<file path="config.mk">
export PLATFORM = sky130hd
export DESIGN_NAME = i2s_rx
export DESIGN_NICKNAME = d
export VERILOG_FILES = /design/src/rtl/audio_pkg.sv /design/src/rtl/i2s_rx_sync_edge.sv /design/src/rtl/i2s_rx.sv
export SDC_FILE = /design/constraint.sdc
export NUM_CORES = 1
export LEC_CHECK = 0
export CORE_UTILIZATION = 25
export DETAILED_ROUTE_END_ITERATION = 8
export DONT_BUFFER_PORTS = 1
export GPL_ROUTABILITY_DRIVEN = 0
export HOLD_SLACK_MARGIN = 0.02
export SLEW_MARGIN = 20
export SYNTH_ARGS = -nofsm -noshare
export SYNTH_HDL_FRONTEND = slang
export SYNTH_SLANG_ARGS = --single-unit
</file>
<file path="constraint.sdc">
create_clock -name clk -period 2.5 [get_ports clk]
set_input_delay 0.5 -clock clk [delete_from_list [all_inputs] [get_ports clk]]
set_output_delay 0.5 -clock clk [all_outputs]
set_load 0.01 [all_outputs]
</file>
<file path="src/rtl/audio_pkg.sv">
// Shared audio types for the I2S receive path: the 16-bit sample type,
// the receiver FSM state encoding and the default slot length.
package audio_pkg;

    typedef logic signed [15:0] sample_t;

    typedef enum logic [1:0] {
        ALIGN = 2'd0,
        DELAY = 2'd1,
        SHIFT = 2'd2,
        PAD   = 2'd3
    } rx_state_e;

    localparam int SLOT_BITS_DEFAULT = 32;

endpackage

</file>
<file path="src/rtl/i2s_rx_sync_edge.sv">
// N-stage synchronizer with rise/fall detection; the edge history only
// advances when en_i is high, so edges are measured between enabled samples.
module sync_edge #(
    parameter int STAGES = 2
) (
    input  logic clk,
    input  logic rst,
    input  logic d_i,
    input  logic en_i,
    output logic q_o,
    output logic rise_o,
    output logic fall_o
);

    logic [STAGES-1:0] sync_q;
    logic              prev_q;

    always_ff @(posedge clk) begin
        if (!rst) begin
            sync_q <= '0;
            prev_q <= 1'b0;
        end else begin
            sync_q <= {sync_q[STAGES-2:0], d_i};
            if (en_i) begin
                prev_q <= sync_q[STAGES-1];
            end
        end
    end

    assign q_o    = sync_q[STAGES-1];
    assign rise_o = en_i & q_o & ~prev_q;
    assign fall_o = en_i & ~q_o & prev_q;

endmodule

</file>
<file path="src/rtl/i2s_rx.sv">
// I2S receiver: captures the 16 MSBs of each channel slot and emits one sample
// per frame. Define I2S_RX_MONO_MIX_EN to output the averaged L/R mix instead of L.
module i2s_rx
    import audio_pkg::*;
#(
    parameter int SYNC_STAGES = 2,
    parameter int SLOT_BITS   = SLOT_BITS_DEFAULT
) (
    input  logic        clk,
    input  logic        rst,
    input  logic        bclk,
    input  logic        lrclk,
    input  logic        sdata,
    output logic [15:0] samp,
    output logic        samp_valid,
    output logic        frame_err
);

    logic bclkRise;
    logic lrRise;
    logic lrFall;
    logic lrEdge;
    logic sdataS;
    logic bclkLevel_unused;
    logic bclkFall_unused;
    logic lrLevel_unused;

    logic [SYNC_STAGES-1:0] sdataSync_q;

    rx_state_e state_q, state_d;
    sample_t   shift_q, shift_d;
    logic [3:0] bitCnt_q, bitCnt_d;
    logic [6:0] slotCnt_q, slotCnt_d;
    logic      chan_q, chan_d;
    sample_t   samp_q, samp_d;
    logic      valid_q, valid_d;
    logic      err_q, err_d;
    sample_t   word;
`ifdef I2S_RX_MONO_MIX_EN
    sample_t   left_q, left_d;
`endif

    sync_edge #(.STAGES(SYNC_STAGES)) uBclkSync (
        .clk    (clk),
        .rst    (rst),
        .d_i    (bclk),
        .en_i   (1'b1),
        .q_o    (bclkLevel_unused),
        .rise_o (bclkRise),
        .fall_o (bclkFall_unused)
    );

    // lrclk edges are judged only between consecutive bclk-rise samples
    sync_edge #(.STAGES(SYNC_STAGES)) uLrSync (
        .clk    (clk),
        .rst    (rst),
        .d_i    (lrclk),
        .en_i   (bclkRise),
        .q_o    (lrLevel_unused),
        .rise_o (lrRise),
        .fall_o (lrFall)
    );

    assign lrEdge = lrRise | lrFall;
    assign sdataS = sdataSync_q[SYNC_STAGES-1];
    assign word   = {shift_q[14:0], sdataS};

    always_ff @(posedge clk) begin
        if (!rst) begin
            sdataSync_q <= '0;
            state_q     <= ALIGN;
            shift_q     <= '0;
            bitCnt_q    <= '0;
            slotCnt_q   <= '0;
            chan_q      <= 1'b0;
            samp_q      <= '0;
            valid_q     <= 1'b0;
            err_q       <= 1'b0;
`ifdef I2S_RX_MONO_MIX_EN
            left_q      <= '0;
`endif
        end else begin
            sdataSync_q <= {sdataSync_q[SYNC_STAGES-2:0], sdata};
            state_q     <= state_d;
            shift_q     <= shift_d;
            bitCnt_q    <= bitCnt_d;
            slotCnt_q   <= slotCnt_d;
            chan_q      <= chan_d;
            samp_q      <= samp_d;
            valid_q     <= valid_d;
            err_q       <= err_d;
`ifdef I2S_RX_MONO_MIX_EN
            left_q      <= left_d;
`endif
        end
    end

    always_comb begin
        state_d   = state_q;
        shift_d   = shift_q;
        bitCnt_d  = bitCnt_q;
        slotCnt_d = slotCnt_q;
        chan_d    = chan_q;
        samp_d    = samp_q;
        valid_d   = 1'b0;
        err_d     = 1'b0;
`ifdef I2S_RX_MONO_MIX_EN
        left_d    = left_q;
`endif
        if (bclkRise) begin
            // The rise carrying an lrclk edge is the first rise of the new slot
            if (state_q != ALIGN) begin
                slotCnt_d = lrEdge ? 7'd1 : slotCnt_q + 7'd1;
            end
            case (state_q)
                ALIGN: begin
                    if (lrFall) begin
                        state_d   = DELAY;
                        chan_d    = 1'b0;
                        slotCnt_d = 7'd1;
                    end
                end
                DELAY: begin
                    if (lrEdge) begin
                        state_d = ALIGN;
                        err_d   = 1'b1;
                    end else begin
                        state_d  = SHIFT;
                        bitCnt_d = 4'd0;
                        shift_d  = '0;
                    end
                end
                SHIFT: begin
                    if (lrEdge) begin
                        state_d = ALIGN;
                        err_d   = 1'b1;
                        shift_d = '0;
                    end else begin
                        shift_d  = word;
                        bitCnt_d = bitCnt_q + 4'd1;
                        if (bitCnt_q == 4'd15) begin
                            state_d = PAD;
`ifdef I2S_RX_MONO_MIX_EN
                            if (!chan_q) begin
                                left_d = word;
                            end else begin
                                samp_d  = (left_q >>> 1) + (word >>> 1);
                                valid_d = 1'b1;
                            end
`else
                            if (!chan_q) begin
                                samp_d  = word;
                                valid_d = 1'b1;
                            end
`endif
                        end
                    end
                end
                PAD: begin
                    if (lrEdge) begin
                        state_d = DELAY;
                        chan_d  = lrRise;
                    end
                end
            endcase
            // A slot that outlives SLOT_BITS rises means the framing is lost
            if (state_q != ALIGN && !lrEdge && slotCnt_q == 7'(SLOT_BITS)) begin
                state_d = ALIGN;
                err_d   = 1'b1;
                valid_d = 1'b0;
                samp_d  = samp_q;
                shift_d = '0;
`ifdef I2S_RX_MONO_MIX_EN
                left_d  = left_q;
`endif
            end
        end
    end

    assign samp       = samp_q;
    assign samp_valid = valid_q;
    assign frame_err  = err_q;

endmodule

</file>
Word-level counts from Yosys, hierarchy flattened. Cells that the tools add are included. W data, S select, Z words.

Register bits: 55. Input bits: 5. Output and inout port bits: 18. Logic and storage cells: 85.

Add/sub/neg operators: 2. Equal/unequal tests: 13. Multiplexer cells: 25. Bitwise gates (word level): 16. Reductions and logical operators: 16.

Operators by type and width (count): $mux W15 (3); $pmux W15 S2 (1); $mux W7 (4); $mux W2 (6); $reduce_and A4 Y1 (3); $not A1 Y1 (10); $ne A3 B3 Y1 const B (3); $mux W4 (2); $ne A2 B2 Y1 const B (4); $pmux W2 S4 (1); $pmux W4 S2 (1); $add A7 B1 Y7 const B (1); $eq A7 B6 Y1 const B (1); $mux W1 (6); $reduce_and A6 Y1 (1); $reduce_bool A2 Y1 (3); $reduce_or A6 Y1 (1); $and A1 B1 Y1 (5); $add A4 B1 Y4 const B (1); $eq A2 B2 Y1 const B (2); $eq A4 B4 Y1 const B (1); $ne A4 B4 Y1 const B (1); $reduce_and A3 Y1 (1); $reduce_bool A3 Y1 (1); other kinds (8) (9).

Longest topological paths before layout. Gate-level depths: netlist of the first run.

Depth after elaboration: 10. Mapped depth: 8. Depth with buffers taken out: 6.

Cells and area by module. A second synthesis of the first run with hierarchy kept.

Cells, all modules: 253. Area total of the unflattened synthesis: 2406.1 um^2.

Modules (own cells, without submodules): i2s_rx (instances 1, cells each 233, area each 2198.4 um^2, sequential area each 980.9 um^2); sync_edge (instances 2, cells each 10, area each 103.8 um^2, sequential area each 60.1 um^2).

Worst setup path before layout of the first run. Ideal clock, no wire load.

Path kind: flip-flop to flip-flop. Start point: register state_q[0]. End point: register shift_q[10]. Library setup time: 72 ps. Arrival time: 1953 ps. Data required time: 2428 ps. Slack: 475 ps. Cell stages (with the launch flop): 8. Buffers on the path: 1. Clock period less this slack: 2025 ps. Cell sequence: dfxtp_1 inv_1 ha_1 and4bb_2 nand2_1 a221oi_4 buf_6 mux2i_1.

Word-level cells in the longest chain between the ends: 5. Elaborated cells on any way between the ends: 10. Classes of those cells: eq/ne: 3; mux: 2; reduce/logical: 5.

Ends and longest elaborated chain: start, declared (RTL line i2s_rx.sv:30) `rx_state_e state_q, state_d;`; start signal, assigned (RTL line i2s_rx.sv:84) `state_q <= state_d;`; $reduce_bool A2 Y1 (RTL line i2s_rx.sv:167) `if (state_q != ALIGN && !lrEdge && slotCnt_q == 7'(SLOT_BITS)) begin`; $logic_and A1 B1 Y1 (2 in a row) (RTL line i2s_rx.sv:167); $ne A3 B3 Y1 (no source line) or $reduce_bool A3 Y1 (tied branches); $reduce_and A3 Y1 (no source line); end signal, assigned (RTL line i2s_rx.sv:85) `shift_q <= shift_d;`; end, declared (RTL line i2s_rx.sv:31) `sample_t shift_q, shift_d;`.

Parallel ways exist; a longest one is shown, timed or not. A chain may end at the register's enable or synchronous reset.

Worst setup path in the final report of the first run.
Start point: register state_q[0]. End point: register shift_q[3].

Same word-level chain as after synthesis.

==> results of run 1 <==
## registers in the layout, summed over array words and instances (netlist names)
signal and flops:
chan_q 1, shift_q 15, frame_err 1, state_q 2
uBclkSync.prev_q 1, samp 16, uLrSync.sync_q 2, sdataSync_q 2
bitCnt_q 4, uBclkSync.sync_q 2, uLrSync.prev_q 1, slotCnt_q 7
samp_valid 1
## path summary, 6_finish.rpt
path,start,to
worst max-delay path,state_q[0],shift_q[3]
worst min-delay path,lrclk,uLrSync.sync_q[0]
worst max register to register,state_q[0],shift_q[3]
worst min register to register,uLrSync.sync_q[0],uLrSync.sync_q[1]
## layout make-up
class | instances | share of cell area (%)
inverters | 9 | 1.28
clock buffers | 5 | 2.61
well taps | 129 | 6.11
flip-flops and latches | 55 | 41.7
clock inverters | 3 | 0.900
multi-input cells | 175 | 46.0
repair buffers | 5 | 1.42
## cell families after synthesis
family | Yosys count
buffers and inverters | 21
adders and majority gates | 7
muxes | 36
and+or+nand+nor | 101
AOI/OAI and AO/OA | 28
DFF | 55
xor gates and xnor gates | 3
## per-stage QoR
stage / setup WS, ps / std cells / hold WS, ps / total power (W) / cell area (µm²)
after floorplan: 475 / 251 / 412 / 0.000933 / 2420
after global placement: 477 / 373 / 421 / 0.000925 / 2550
after detailed placement: 378 / 373 / 426 / 0.000925 / 2550
after CTS: 367 / 381 / 300 / 0.00143 / 2640
after global routing: 231 / 381 / 301 / 0.00147 / 2640
final: 368 / 381 / 309 / 0.00140 / 2640
## metal layers
| metal | track usage, % | up-vias | wire [µm] |
|---|---|---|---|
| met5 | 0 | - | 0 |
| met4 | 3.34 | 0 | 62 |
| met3 | 2.58 | 5 | 157 |
| met2 | 17.4 | 26 | 2230 |
| met1 | 10.8 | 804 | 2060 |
| li1 | - | 873 | - |
## report_power, final
part / internal, W / leakage, nW / switching (W)
registers: 0.000881 / 0.444 / 0.00000349
clock network: 0.000201 / 0.0408 / 0.000297
logic: 0.00000849 / 0.355 / 0.0000121
total: 0.00109 / 0.840 / 0.000313
## cells in the final DEF (no fill, tap or decap), types with 2 or more instances in the layout
| cell type | synthesis | final |
|---|---|---|
| a21o_1 | 2 | 2 |
| and3_1 | 5 | 5 |
| ha_1 | 7 | 7 |
| mux2i_1 | 35 | 35 |
| dfxtp_1 | 55 | 55 |
| nor2_1 | 5 | 5 |
| clkinvlp_4 | 0 | 2 |
| nor3_1 | 2 | 2 |
| or3_1 | 3 | 3 |
| and2_1 | 9 | 9 |
| nor2b_1 | 2 | 2 |
| a22oi_1 | 4 | 4 |
| buf_4 | 0 | 5 |
| inv_1 | 9 | 9 |
| nand3_1 | 25 | 25 |
| a221oi_4 | 2 | 2 |
| nand2b_1 | 3 | 3 |
| o21ai_0 | 8 | 8 |
| xnor2_1 | 2 | 2 |
| nand2_1 | 41 | 41 |
| a21oi_1 | 7 | 7 |
| a32o_1 | 2 | 2 |
| clkbuf_8 | 0 | 5 |
## worst max-delay path: cells and delay by family, from the launching register on
family | cells | cell delay [ps]
flops | 1 | 400
buf+inv | 2 | 390
fa+ha+maj | 1 | 270
simple gates | 2 | 510
mux | 1 | 220
compound gates | 1 | 270
==> out/results.ini, run 1 <==
[synth]
synth.most_common_cell = dfxtp_1
synthAdderAreaFrac_pct = 3.62
synth_edf_count = 0
synth.area.mux_share_pct = 14.9
synth-simple-area-share_pct = 20.7
syn_nets = 263
ys_seq_area_share_pct = 45.5
async_flop_share_pct = 0
synthTopCellsByCount = dfxtp_1, nand2_1, mux2i_1
netlist_instances = 251
yosysWarnings = 0
synth_xor_area_share_pct = 1.86
synth_ff_type = dfxtp_1
synth_area_um2 = 2420
synth_compound_area_share_pct = 9.10
yosysTopAreaCell = dfxtp_1
avgSynthCellArea_um2 = 9.64
ys_types = 34
synth_top_family_by_area = simple AND/OR/NAND/NOR gates
synth_top_area_share_pct = 45.5
yosys-top-cells-area = dfxtp_1, mux2i_1, nand2_1
yosys_register_bits = 55

[clock_network]
cts.sinks = 55
tritoncts = yes
clk_latency_ps = 320
h-tree-depth = 2
post_cts_resized = 0
cts_hold_buf = 0
cts.clk_slew.worst_paths_ps = 100
postCtsSetupBuffers = 0
cts_made_buffers = 5
root_buffer = clkbuf_8
cts_buffer_depth = 2

[place]
port_buffers = 0
hpwl_mm = 3.10

[finish]
syn_to_final_growth_pct = 9.15
final-seq-area_um2 = 1100
fin_util_pct = 28.3
diodes = 0
fillers = 982
drive_gt1_share_pct = 7.94
multi_input_area_um2 = 1210
nets = 263

[floorplanning]
io_pins = 23
core_area_um2 = 9330
die_h_um = 100
row_count = 35
dieArea_um2 = 10100
die_x_um = 100
start_util_pct = 25.9

[grt]
grt_antenna_before_repair = 0
track_usage_pct = 9.61
grt_pass1_wl_mm = 7.62
grt-ovfl-total = 0
grt_pass1_vias = 1666
grt_max_degree = 68

[route]
viasPerCell = 4.48
vias = 1708
wirelength_mm = 4.51
firstDrtPassIters = 4
avgRoutedWirePerCell_um = 11.8
drtAntennaViolNets = 0
drc = 0
drt_iter0_drc = 91

[power_and_ir_drop]
power.density_nw_per_um2 = 531
power.leakage_nw = 0.840
irDropWorstVdd_mv = 0.259

[timing]
tightestPinTransition_ps = 500
clock-skew-final_ps = 15.0
fmax_mhz = 469
setup_viol = 0
fin_crit_sh_pct = 85.3
max_slew_margin_pct = 66.6
rsz0062_at_grt = false
finalHoldViolations = 0
finalMaxSlewViolations = 0
tns_ps = 0
fin_crit_ps = 2130

[setup_path]
reg2reg_depth = 7
slowest_stage = dfxtp_1
critPathMaxStageDelay_ps = 400
regToRegSetupSlack_ps = 370
required_ps = 2740
crit_chain = inv_1 -> ha_1 -> and4bb_2 -> nand2_1 -> a221oi_4 -> buf_4 -> mux2i_1
worstPathArrival_ps = 2370
start_kind = flip-flop
crit_fanout = 15
endpoint_kind = flip-flop
crit_type = reg -> reg

[hold_path]
hold_class = in -> reg
min_path_cells = 1

[run_status]
status = finished clean

[run]
maxCapViolations = 0

(Power assumes the default switching activity.)
==> inputs of run 2 (changes only) <==
CORE_MARGIN = 8   (was unset)
==> run 2 against run 1 <==
  * Clock power is 5.2% higher
  * Core utilization is 0.64 points lower
  * Sequential cell count stayed put
  * Critical endpoint is now shift_q[4]
  * Largest cell class unchanged
==> out/results.ini, run 2 (synthesized netlist as in run 1, its figures left out) <==
[grt]
track_usage_pct = 7.59  ; was 9.61%
grt_pass1_vias = 1641  ; was 1666
grt-ovfl-total = 0  ; unchanged
grt_pass1_wl_mm = 8.02  ; was 7.62 mm
grt_antenna_before_repair = 0  ; unchanged
grt_max_degree = 68  ; unchanged

[timing]
fin_crit_ps = 2120  ; was 2130 ps
tightestPinTransition_ps = 570  ; was 500 ps
setup_ws_ps = 376  ; was 368 ps
clock-skew-final_ps = 14.7  ; was 15.0 ps
finalHoldViolations = 0  ; unchanged
tns_ps = 0  ; unchanged
max_slew_margin_pct = 61.9  ; was 66.6%
rsz0062_at_grt = false  ; unchanged
finalMaxSlewViolations = 0  ; unchanged
fin_crit_sh_pct = 84.9  ; was 85.3%
holdWs_ps = 305  ; was 309 ps
fmax_mhz = 471  ; was 469 MHz
setup_viol = 0  ; unchanged

[floorplanning]
start_util_pct = 25.2  ; was 25.9%
die_x_um = 114  ; was 100 µm
dieArea_um2 = 13100  ; was 10100 µm²
core_area_um2 = 9590  ; was 9330 µm²
row_count = 36  ; was 35
io_pins = 23  ; unchanged
die_h_um = 114  ; was 100 µm

[setup_path]
regToRegSetupSlack_ps = 380  ; was 370 ps
required_ps = 2750  ; was 2740 ps
start_kind = flip-flop  ; unchanged
crit_type = reg -> reg  ; unchanged
crit_fanout = 15  ; unchanged
endpoint_kind = flip-flop  ; unchanged
worstPathArrival_ps = 2370  ; about the same

[route]
firstDrtPassIters = 4  ; unchanged
wirelength_mm = 4.71  ; was 4.51 mm
viasPerCell = 4.42  ; was 4.48
vias = 1698  ; was 1708
drt_iter0_drc = 110  ; was 91
drtAntennaViolNets = 0  ; unchanged
avgRoutedWirePerCell_um = 12.3  ; was 11.8 µm
drc = 0  ; unchanged

[clock_network]
clk_latency_ps = 320  ; about the same
root_buffer = clkbuf_8  ; unchanged
cts_hold_buf = 0  ; unchanged
cts_buffer_depth = 2  ; unchanged
cts_made_buffers = 5  ; unchanged
postCtsSetupBuffers = 0  ; unchanged
post_cts_resized = 0  ; unchanged
cts.clk_slew.worst_paths_ps = 110  ; was 100 ps
h-tree-depth = 2  ; unchanged
tritoncts = yes  ; unchanged
cts.sinks = 55  ; unchanged

[power_and_ir_drop]
power.density_nw_per_um2 = 538  ; was 531 nW/µm²
irDropWorstVdd_mv = 0.273  ; was 0.259 mV
power.leakage_nw = 0.843  ; was 0.840 nW

[finish]
syn_to_final_growth_pct = 9.72  ; was 9.15%
mostFrequentLayoutCell = dfxtp_1  ; unchanged
nets = 262  ; was 263
drive_gt1_share_pct = 7.57  ; was 7.94%
final_cell_mix = dfxtp_1, nand2_1, mux2i_1, nand3_1  ; unchanged
stdcell_count = 384  ; was 381
largest_reg_flops = 16  ; unchanged
diodes = 0  ; unchanged
fin_util_pct = 27.7  ; was 28.3%

[place]
dp.cells = 376  ; was 373
port_buffers = 0  ; unchanged
pre_cts_slack_ps = 397  ; was 378 ps
hpwl_mm = 3.25  ; was 3.10 mm

[hold_path]
hold_class = in -> reg  ; unchanged

[run]
maxCapViolations = 0  ; unchanged

[run_status]
status = finished clean  ; unchanged

[run 2: worst paths after layout]
check                       from             end  depth (start not counted)
setup / recovery      state_q[0]      shift_q[4]                          7
hold reg to reg   sdataSync_q[0]  sdataSync_q[1]                          1
setup reg to reg      state_q[0]      shift_q[4]                          7
hold / removal               rst    slotCnt_q[6]                          1
[run 2: area by class of cell]
type | count | area, µm²
clock buffers | 5 | 68.8
clock inverters | 3 | 27.5
fillers | 1000 | 6940
inverters | 9 | 33.8
multi-input cells | 175 | 1210
flip-flops and latches | 55 | 1100
well taps | 133 | 166
repair buffers | 4 | 42.5
[run 2: power breakdown]
part           internal (W)  total [W]  switching, W
Sequential         0.000881   0.000884    0.00000351
Combinational    0.00000774  0.0000200     0.0000123
Clock              0.000208   0.000524      0.000316
[run 2: per-stage QoR]
stage	power (W)	cell area, µm²
detailed placement	0.000925	2560
global route	0.00149	2660
floorplan	0.000933	2420
CTS	0.00145	2660
finish	0.00143	2660
global placement	0.000924	2560
[run 2: routing by layer]
layer	track usage, %	wire (µm)	up-vias
met3	2.16	181	8
met5	0	0	-
met1	9.10	2260	799
met2	12.1	2170	22
met4	3.90	97	0
li1	-	-	869
[run 2: worst max-delay path: stages, from the launching register on]
cell      delay [ps]
dfxtp_1          400
inv_1             80
ha_1             280
and4bb_2         380
nand2_1          130
a221oi_4         260
buf_4            310
mux2i_1          210
==> inputs of run 3 (changes only) <==
clock period = 2.1 ns   (was 2.5 ns; I/O delays follow)
==> run 3 against run 2 <==
  * Die area did not move
  * Combinational power rose by 21%
  * First-iteration DRC count fell by 14%
  * Worst hold slack got worse by 79 ps
  * Cell count rose by 0.52%
  * Design area rose by 0.99%
==> out/results.ini, run 3 (synthesized netlist as in run 1, its figures left out) <==
[place]
pre_cts_slack_ps = 160  ; was 397 ps
hpwl_mm = 3.21  ; was 3.25 mm
port_buffers = 0  ; unchanged

[power_and_ir_drop]
p_sw_w = 0.000388  ; was 0.000332 W
pwr-share-comb_pct = 1.4  ; about the same
seq_power_share_pct = 62.2  ; was 61.9%
power.density_nw_per_um2 = 631  ; was 538 nW/µm²
sw_frac_of_total_pct = 22.9  ; was 23.2%
power.internal_w = 0.00130  ; was 0.00110 W
clockPowerShare_pct = 36.4  ; was 36.7%
irDropWorstVdd_mv = 0.324  ; was 0.273 mV
power.leakage_nw = 0.858  ; was 0.843 nW

[clock_network]
cts.sinks = 55  ; unchanged
h-tree-depth = 2  ; unchanged
cts_hold_buf = 0  ; unchanged
root_buffer = clkbuf_8  ; unchanged
postCtsSetupBuffers = 0  ; unchanged
tritoncts = yes  ; unchanged
cts_buffer_depth = 2  ; unchanged
cts.clk_slew.worst_paths_ps = 100  ; was 110 ps
clk_latency_ps = 320  ; about the same
post_cts_resized = 0  ; unchanged
cts_made_buffers = 5  ; unchanged

[setup_path]
critPathMaxStageDelay_ps = 400  ; about the same
crit_type = reg -> reg  ; unchanged
start_kind = flip-flop  ; unchanged
reg2reg_depth = 7  ; unchanged
required_ps = 2340  ; was 2750 ps
endpoint_kind = flip-flop  ; unchanged
r2r_start = state_q[0]  ; unchanged
regToRegSetupSlack_ps = 130  ; was 380 ps
crit_end = shift_q[11]  ; was shift_q[4]
crit_chain = inv_1 -> ha_1 -> and4bb_2 -> nand2_1 -> a221oi_4 -> buf_12 -> mux2i_1  ; was inv_1 -> ha_1 -> and4bb_2 -> nand2_1 -> a221oi_4 -> buf_4 -> mux2i_1
startpoint = state_q[0]  ; unchanged
worstPathArrival_ps = 2210  ; was 2370 ps
slowest_stage = dfxtp_1  ; unchanged
crit_fanout = 15  ; unchanged
timing.rr.end = shift_q[11]  ; was shift_q[4]

[floorplanning]
core_area_um2 = 9590  ; unchanged
row_count = 36  ; unchanged
io_pins = 23  ; unchanged
die_h_um = 114  ; unchanged
start_util_pct = 25.2  ; unchanged
dieArea_um2 = 13100  ; unchanged
die_x_um = 114  ; unchanged

[timing]
finalHoldViolations = 0  ; unchanged
tightestPinTransition_ps = 493  ; was 570 ps
fin_crit_sh_pct = 93.6  ; was 84.9%
fmax_mhz = 509  ; was 471 MHz
clock-skew-final_ps = 10.1  ; was 14.7 ps
setup_ws_ps = 135  ; was 376 ps
rsz0062_at_grt = false  ; unchanged
tns_ps = 0  ; unchanged
max_slew_margin_pct = 67.1  ; was 61.9%
finalMaxSlewViolations = 0  ; unchanged
setup_viol = 0  ; unchanged
fin_crit_ps = 1970  ; was 2120 ps

[route]
viasPerCell = 4.50  ; was 4.42
avgRoutedWirePerCell_um = 12.1  ; was 12.3 µm
vias = 1736  ; was 1698
wirelength_mm = 4.66  ; was 4.71 mm
drc = 0  ; unchanged
drtAntennaViolNets = 0  ; unchanged
firstDrtPassIters = 4  ; unchanged
drt_iter0_drc = 95  ; was 110

[finish]
mostFrequentLayoutCell = dfxtp_1  ; unchanged
multi_input_area_um2 = 1210  ; unchanged
syn_to_final_growth_pct = 10.8  ; was 9.72%
final_cell_mix = dfxtp_1, nand2_1, mux2i_1, nand3_1  ; unchanged
drive_gt1_share_pct = 8.30  ; was 7.57%
nets = 264  ; was 262
largest_reg_flops = 16  ; unchanged
fillers = 1013  ; was 1000
diodes = 0  ; unchanged
final-seq-area_um2 = 1100  ; unchanged

[grt]
grt-ovfl-total = 0  ; unchanged
grt_antenna_before_repair = 0  ; unchanged
track_usage_pct = 7.44  ; was 7.59%
grt_pass1_vias = 1648  ; was 1641
grt_pass1_wl_mm = 8.00  ; was 8.02 mm
grt_max_degree = 68  ; unchanged

[run]
maxCapViolations = 0  ; unchanged

[hold_path]
hold_class = in -> reg  ; unchanged

[run_status]
status = finished clean  ; unchanged

## run 3: how the worst min path moves through the flow
stage | start | end | slack (ps) | cells past startpoint
4_1_cts | sdata | sdataSync_q[0] | 220 | 1
6_report | sdata | sdataSync_q[0] | 230 | 1
2_1_floorplan | sdataSync_q[0] | sdataSync_q[1] | 410 | 1
3_3_place_gp | uBclkSync.sync_q[0] | uBclkSync.sync_q[1] | 410 | 1
3_5_place_dp | uBclkSync.sync_q[0] | uBclkSync.sync_q[1] | 420 | 1
5_1_grt | bclk | uBclkSync.sync_q[0] | 220 | 1
## run 3: per-stage QoR
stage          instances  hold slack, ps  instance area [µm²]  power (W)  util (%)
2_1_floorplan        251             412                 2420    0.00111         -
3_3_place_gp         378             415                 2590    0.00110      27.0
3_5_place_dp         378             417                 2590    0.00110      27.0
4_1_cts              386             221                 2680    0.00172      27.9
5_1_grt              386             219                 2680    0.00177      27.9
6_report             386             226                 2680    0.00169      27.9
## run 3: area by class of cell
cell class	instances	area share, %
well taps	133	6.21
clock inverters	3	0.980
repair buffers	6	2.61
multi-input cells	175	45.3
flip-flops and latches	55	41.1
inverters	9	1.26
clock buffers	5	2.57
## run 3: routing by layer
metal  track usage [%]  vias up  wire, µm
met5                 0        -         0
met4              2.40        0        57
met3              2.22        5       185
met2              12.7       21      2300
met1              8.69      833      2120
li1                  -      877         -
## run 3: power groups by stage
stage / Combinational [W] / Sequential, W / Clock, W
final: 0.0000243 / 0.00105 / 0.000616
after detailed placement: 0.0000244 / 0.00108 / 0
after CTS: 0.0000245 / 0.00105 / 0.000642
after floorplan: 0.0000349 / 0.00108 / 0
after global placement: 0.0000243 / 0.00108 / 0
after global routing: 0.0000272 / 0.00105 / 0.000686
## run 3: critical path, delay by kind of cell (launching register included)
kind,cells,cell delay [ps]
buffers and inverters,2,280
DFF,1,400
adders and majority gates,1,210
and+or+nand+nor,2,490
muxes,1,200
AOI/OAI and AO/OA,1,310
==> edit 1, RTL diff (settings of run 3) <==
Change the parameter `SYNC_STAGES` from 2 to 4.
--- a/src/rtl/i2s_rx.sv
+++ b/src/rtl/i2s_rx.sv
@@ -3,7 +3,7 @@
 module i2s_rx
     import audio_pkg::*;
 #(
-    parameter int SYNC_STAGES = 2,
+    parameter int SYNC_STAGES = 4,
     parameter int SLOT_BITS   = SLOT_BITS_DEFAULT
 ) (
     input  logic        clk,
Check against the original RTL: not equivalent (Yosys sat finds a counterexample within 10 cycles, from zero or initial values and one cycle with rst low).
==> edit 1 against run 3 <==
Synthesized area rose by 2.4%. Wire length rose by 14%. Setup slack improved by 25 ps. Design area rose by 7.1%. Critical path type unchanged. First-iteration DRC count rose by 78%. Sequential power rose by 11%. Sequential cell count rose by 6. Power rose by 39%.
==> edit 1: results (changes against run 3) <==
metric,value,unit,change
synth_cell_types,46,,+35%
comb_power_share,0.010,,-0.004
power_frac_clock,0.494,,+0.130
finClkSkew,8.55,ps,-1.57 ps
cts.clk_slew.worst_paths,70,ps,-30 ps
r2r_start,state_q[0],,
synth_xor_area_frac,0.0131,,-0.00548
p_int,1.85,mW,+42%
status,"complete, no violations",,
nets,267,,+1.1%
cp-endpoint,shift_q[10],,
leakage,0.981,nW,+14%
muxShareOfSynthArea,0.00808,,-0.141
grt_util_all_layers,0.0836,,+0.00917
grt_max_degree,37,,-46%
final_cells,393,,+1.8%
synthTopCellsByCount,"dfxtp_1, nand3_1, a21oi_1",,
grt_pass1_wl,8750,um,+9.4%
yosysSeqAreaShare,0.493,,+0.0379
placed_cell_area,2630,um2,+1.5%
cts_buffers,9,,+4
power_density,819,nW/um2,+30%
first_global_vias,1739,,+5.5%
dp_hpwl,3610,um,+12%
drt_iter0_markers,169,,+78%
irDropWorstVdd,0.415,mV,+28%
dr.pass1.iters,5,,+1
worstMarginPinSlew,611,ps,+118 ps
wl,5330,um,+14%
synth.net_count,263,,unchanged
critPathTopFamily,compound AO/OA/AOI/OAI gates,,
path_buf_inv,1,,-1
hp-start,bclk,,
dp_slack,129,ps,-30.7 ps
drive_above_1_share,0.138,,+0.0555
htreeDepth,3,,+1
dp_cells,376,,-0.53%
clock_path_buffers,2,,unchanged
vias_per_cell,4.71,,+4.7%
synth_area_leaders,"dfxtp_1, a32o_1, nand3_1, a21oi_1, o21ai_0",,
synth_compound_area_frac,0.224,,+0.133
io_buffers,0,,unchanged
fin_area,2870,um2,+7.1%
critPathSlowestCell,o21bai_2,,
hold_end,uBclkSync.sync_q[0],,
synthAdderAreaFrac,0.0354,,-0.000841
finalCritPeriodShare,0.924,,-0.0120
reg2regPathDepth,5,,-2
cp_slowest_stage_delay,500,ps,+100 ps
fillers,1000,,-1.3%
hold_ws,209,ps,-17.6 ps
rrSetupSlack,160,ps,+30 ps
==> edit 1: cell types whose count changed in the layout (fill, tap and decap cells not counted), sizes merged, moves of 3 or more <==
cell / delta
mux2i: -33
nand2: -30
a21oi: +15
o21ai: +14
a32o: +13
dfxtp: +6
and2: +5
clkbuf: +5
a22oi: -3
buf: +3
inv: -3
o211ai: +3
==> edit 1: layout make-up <==
type / instances / share of cell area
tap: 133 / 0.0580
multi-input combinational: 167 / 0.402
timing repair buffer: 9 / 0.0279
clock inverter: 6 / 0.0331
inverter: 7 / 0.00915
clock buffer: 10 / 0.0444
sequential: 61 / 0.425
==> edit 1: metal layers <==
metal,vias up,part of all wire,GRT usage
li1,938,-,-
met1,865,0.49,0.105
met2,39,0.44,0.120
met3,8,0.054,0.0302
met4,0,0.022,0.0499
met5,-,0,0
==> edit 1: timing repair <==
action                                  in CTS  in global routing
endpoints found under the setup margin       0                 10
setup buffers                                0                  1
resized for setup                            0                  1
hold buffers                                 0                  0
==> edit 2, RTL diff (settings of run 3) <==
Without the edit above. Encoding of `rx_state_e`: now one-hot (4 bits for 4 states).
--- a/src/rtl/audio_pkg.sv
+++ b/src/rtl/audio_pkg.sv
@@ -4,11 +4,11 @@
 
     typedef logic signed [15:0] sample_t;
 
-    typedef enum logic [1:0] {
-        ALIGN = 2'd0,
-        DELAY = 2'd1,
-        SHIFT = 2'd2,
-        PAD   = 2'd3
+    typedef enum logic [3:0] {
+        ALIGN = 4'b0001,
+        DELAY = 4'b0010,
+        SHIFT = 4'b0100,
+        PAD   = 4'b1000
     } rx_state_e;
 
     localparam int SLOT_BITS_DEFAULT = 32;
Function: no difference found for any inputs over 10 cycles, from zero or initial values and one cycle with rst low; not proved beyond that.
==> edit 2 against run 3 <==
Design area rose by 9.4%. Via count rose by 11%. Wire length rose by 17%. Critical endpoint is now state_q[0]. Setup slack got worse by 44 ps. Sequential cell count rose by 2. Synthesized area rose by 0.72%. Count of clock-buffer cells in the layout rose by 5. Power rose by 27%.
==> edit 2: results (changes against run 3) <==
metric,value,unit,change
irDropWorstVdd,0.527,mV,+63%
synth_cell_types,44,,+29%
clk_latency,340,ps,+20 ps
hold_class,in -> reg,,
clock_path_buffers,2,,unchanged
cap_violations,0,,unchanged
drt_iter0_markers,111,,+17%
cts_setup_buffers,0,,unchanged
dp_hpwl,3750,um,+17%
p_sw,0.480,mW,+24%
first_global_vias,1832,,+11%
nets,298,,+13%
vias,1931,,+11%
grt_pass1_wl,9100,um,+14%
yosysSeqAreaShare,0.468,,+0.0132
dp_cells,412,,+9.0%
finClkSkew,9.49,ps,-0.636 ps
synthTopCellsByCount,"dfxtp_1, nor2_1, nand2_1",,
relSlewSlack,0.602,,-0.0692
post_drt_wl_per_cell,12.7,um,+5.4%
antenna_cells,0,,unchanged
synth_area_leaders,"dfxtp_1, mux2i_1, nor2_1, nand2_1, nand3_1",,
largest_register_ffs,16,,unchanged
cts_buffers,9,,+4
vias_per_cell,4.52,,+0.55%
critical_path_arrival,2240,ps,+30 ps
drive_above_1_share,0.167,,+0.0837
avgSynthCellArea,8.96,um2,-7.1%
status,"complete, no violations",,
htreeDepth,3,,+1
dr.pass1.iters,4,,unchanged
critical_path.max_fanout,6,,-9
cts_root_buffer,clkbuf_8,,
synth-main-ff-cell,dfxtp_1,,
io_buffers,0,,unchanged
grt_max_degree,32,,-53%
antenna_found_initial,0,,unchanged
drcViolationCount,0,,unchanged
synth.net_count,280,,+6.5%
leakage,0.994,nW,+16%
grt_util_all_layers,0.0887,,+0.0143
cts.clk_slew.worst_paths,70,ps,-30 ps
async_reset_ff_frac,0,,unchanged
ys_warn_count,0,,unchanged
## edit 2: cell count changes after synthesis, moves of 4 or more
cell and delta:
and3_1 -4, clkbuf_1 +5, ha_1 -4, inv_1 -5
mux2i_1 -14, nand2_1 -9, nor2_1 +29, o21ai_0 +7
o21ai_1 +4
## edit 2: metal layers
layer,part of all wire,global-route usage,up-vias
met1,0.46,0.105,891
met3,0.064,0.0368,10
li1,-,-,988
met2,0.45,0.132,42
met5,0,0,-
met4,0.023,0.0525,0
## edit 2: cells by family after synthesis
family,Yosys count,synth area share
AO/OA/AOI/OAI,42,0.107
XOR/XNOR,5,0.0180
AND/OR/NAND/NOR,125,0.273
flip-flops,57,0.468
adder cells (fa/ha/maj),3,0.0154
buffers and inverters,19,0.0323
multiplexers,21,0.0862
## edit 2: stage by stage
stage / instance area [um2] / hold slack (ps) / setup WS (ps) / power (mW) / util
floorplan: 2440 / 412 / 48.3 / 1.14 / -
global placement: 2720 / 425 / -20.1 / 1.15 / 0.282
detailed placement: 2720 / 424 / -28.4 / 1.15 / 0.282
CTS: 2920 / 187 / 58.6 / 2.18 / 0.303
global route: 2930 / 191 / 2.10 / 2.23 / 0.304
finish: 2930 / 202 / 90.7 / 2.15 / 0.304
## edit 2: worst paths after layout
path	from	endpoint	slack [ps]	cells after the start
setup / recovery	slotCnt_q[6]	state_q[0]	90	5
hold / removal	lrclk	uLrSync.sync_q[0]	200	1
setup reg to reg	slotCnt_q[6]	state_q[0]	90	5
hold reg to reg	sdataSync_q[0]	sdataSync_q[1]	440	1
## edit 2: repair_timing
action | in CTS | in global routing
resized for setup | 2 | 2
hold endpoints to repair | 0 | 0
endpoints found under the setup margin | 4 | 10
pin swaps | 0 | 0
hold buffers | 0 | 0
## edit 2: power by group through the flow
stage	Combinational, mW	Clock (mW)	Sequential, mW
after floorplan	0.0307	0	1.11
after global placement	0.0368	0	1.11
after detailed placement	0.0372	0	1.11
after CTS	0.0375	1.05	1.09
after global routing	0.0406	1.10	1.09
final	0.0374	1.03	1.09
## edit 2: critical path, cell delays in order, from the launching register on
cell	delay [ps]
dfxtp_1	330
or4_4	590
nor3_4	250
buf_4	170
o311ai_2	200
a211o_1	350
## edit 2: layout make-up
type | instances | area [um2]
fill | 1055 | 6710
clock inverter | 5 | 56.3
sequential | 57 | 1140
multi-input combinational | 196 | 1240
inverter | 5 | 18.8
tap | 133 | 166
clock buffer | 10 | 138
timing repair buffer | 21 | 170
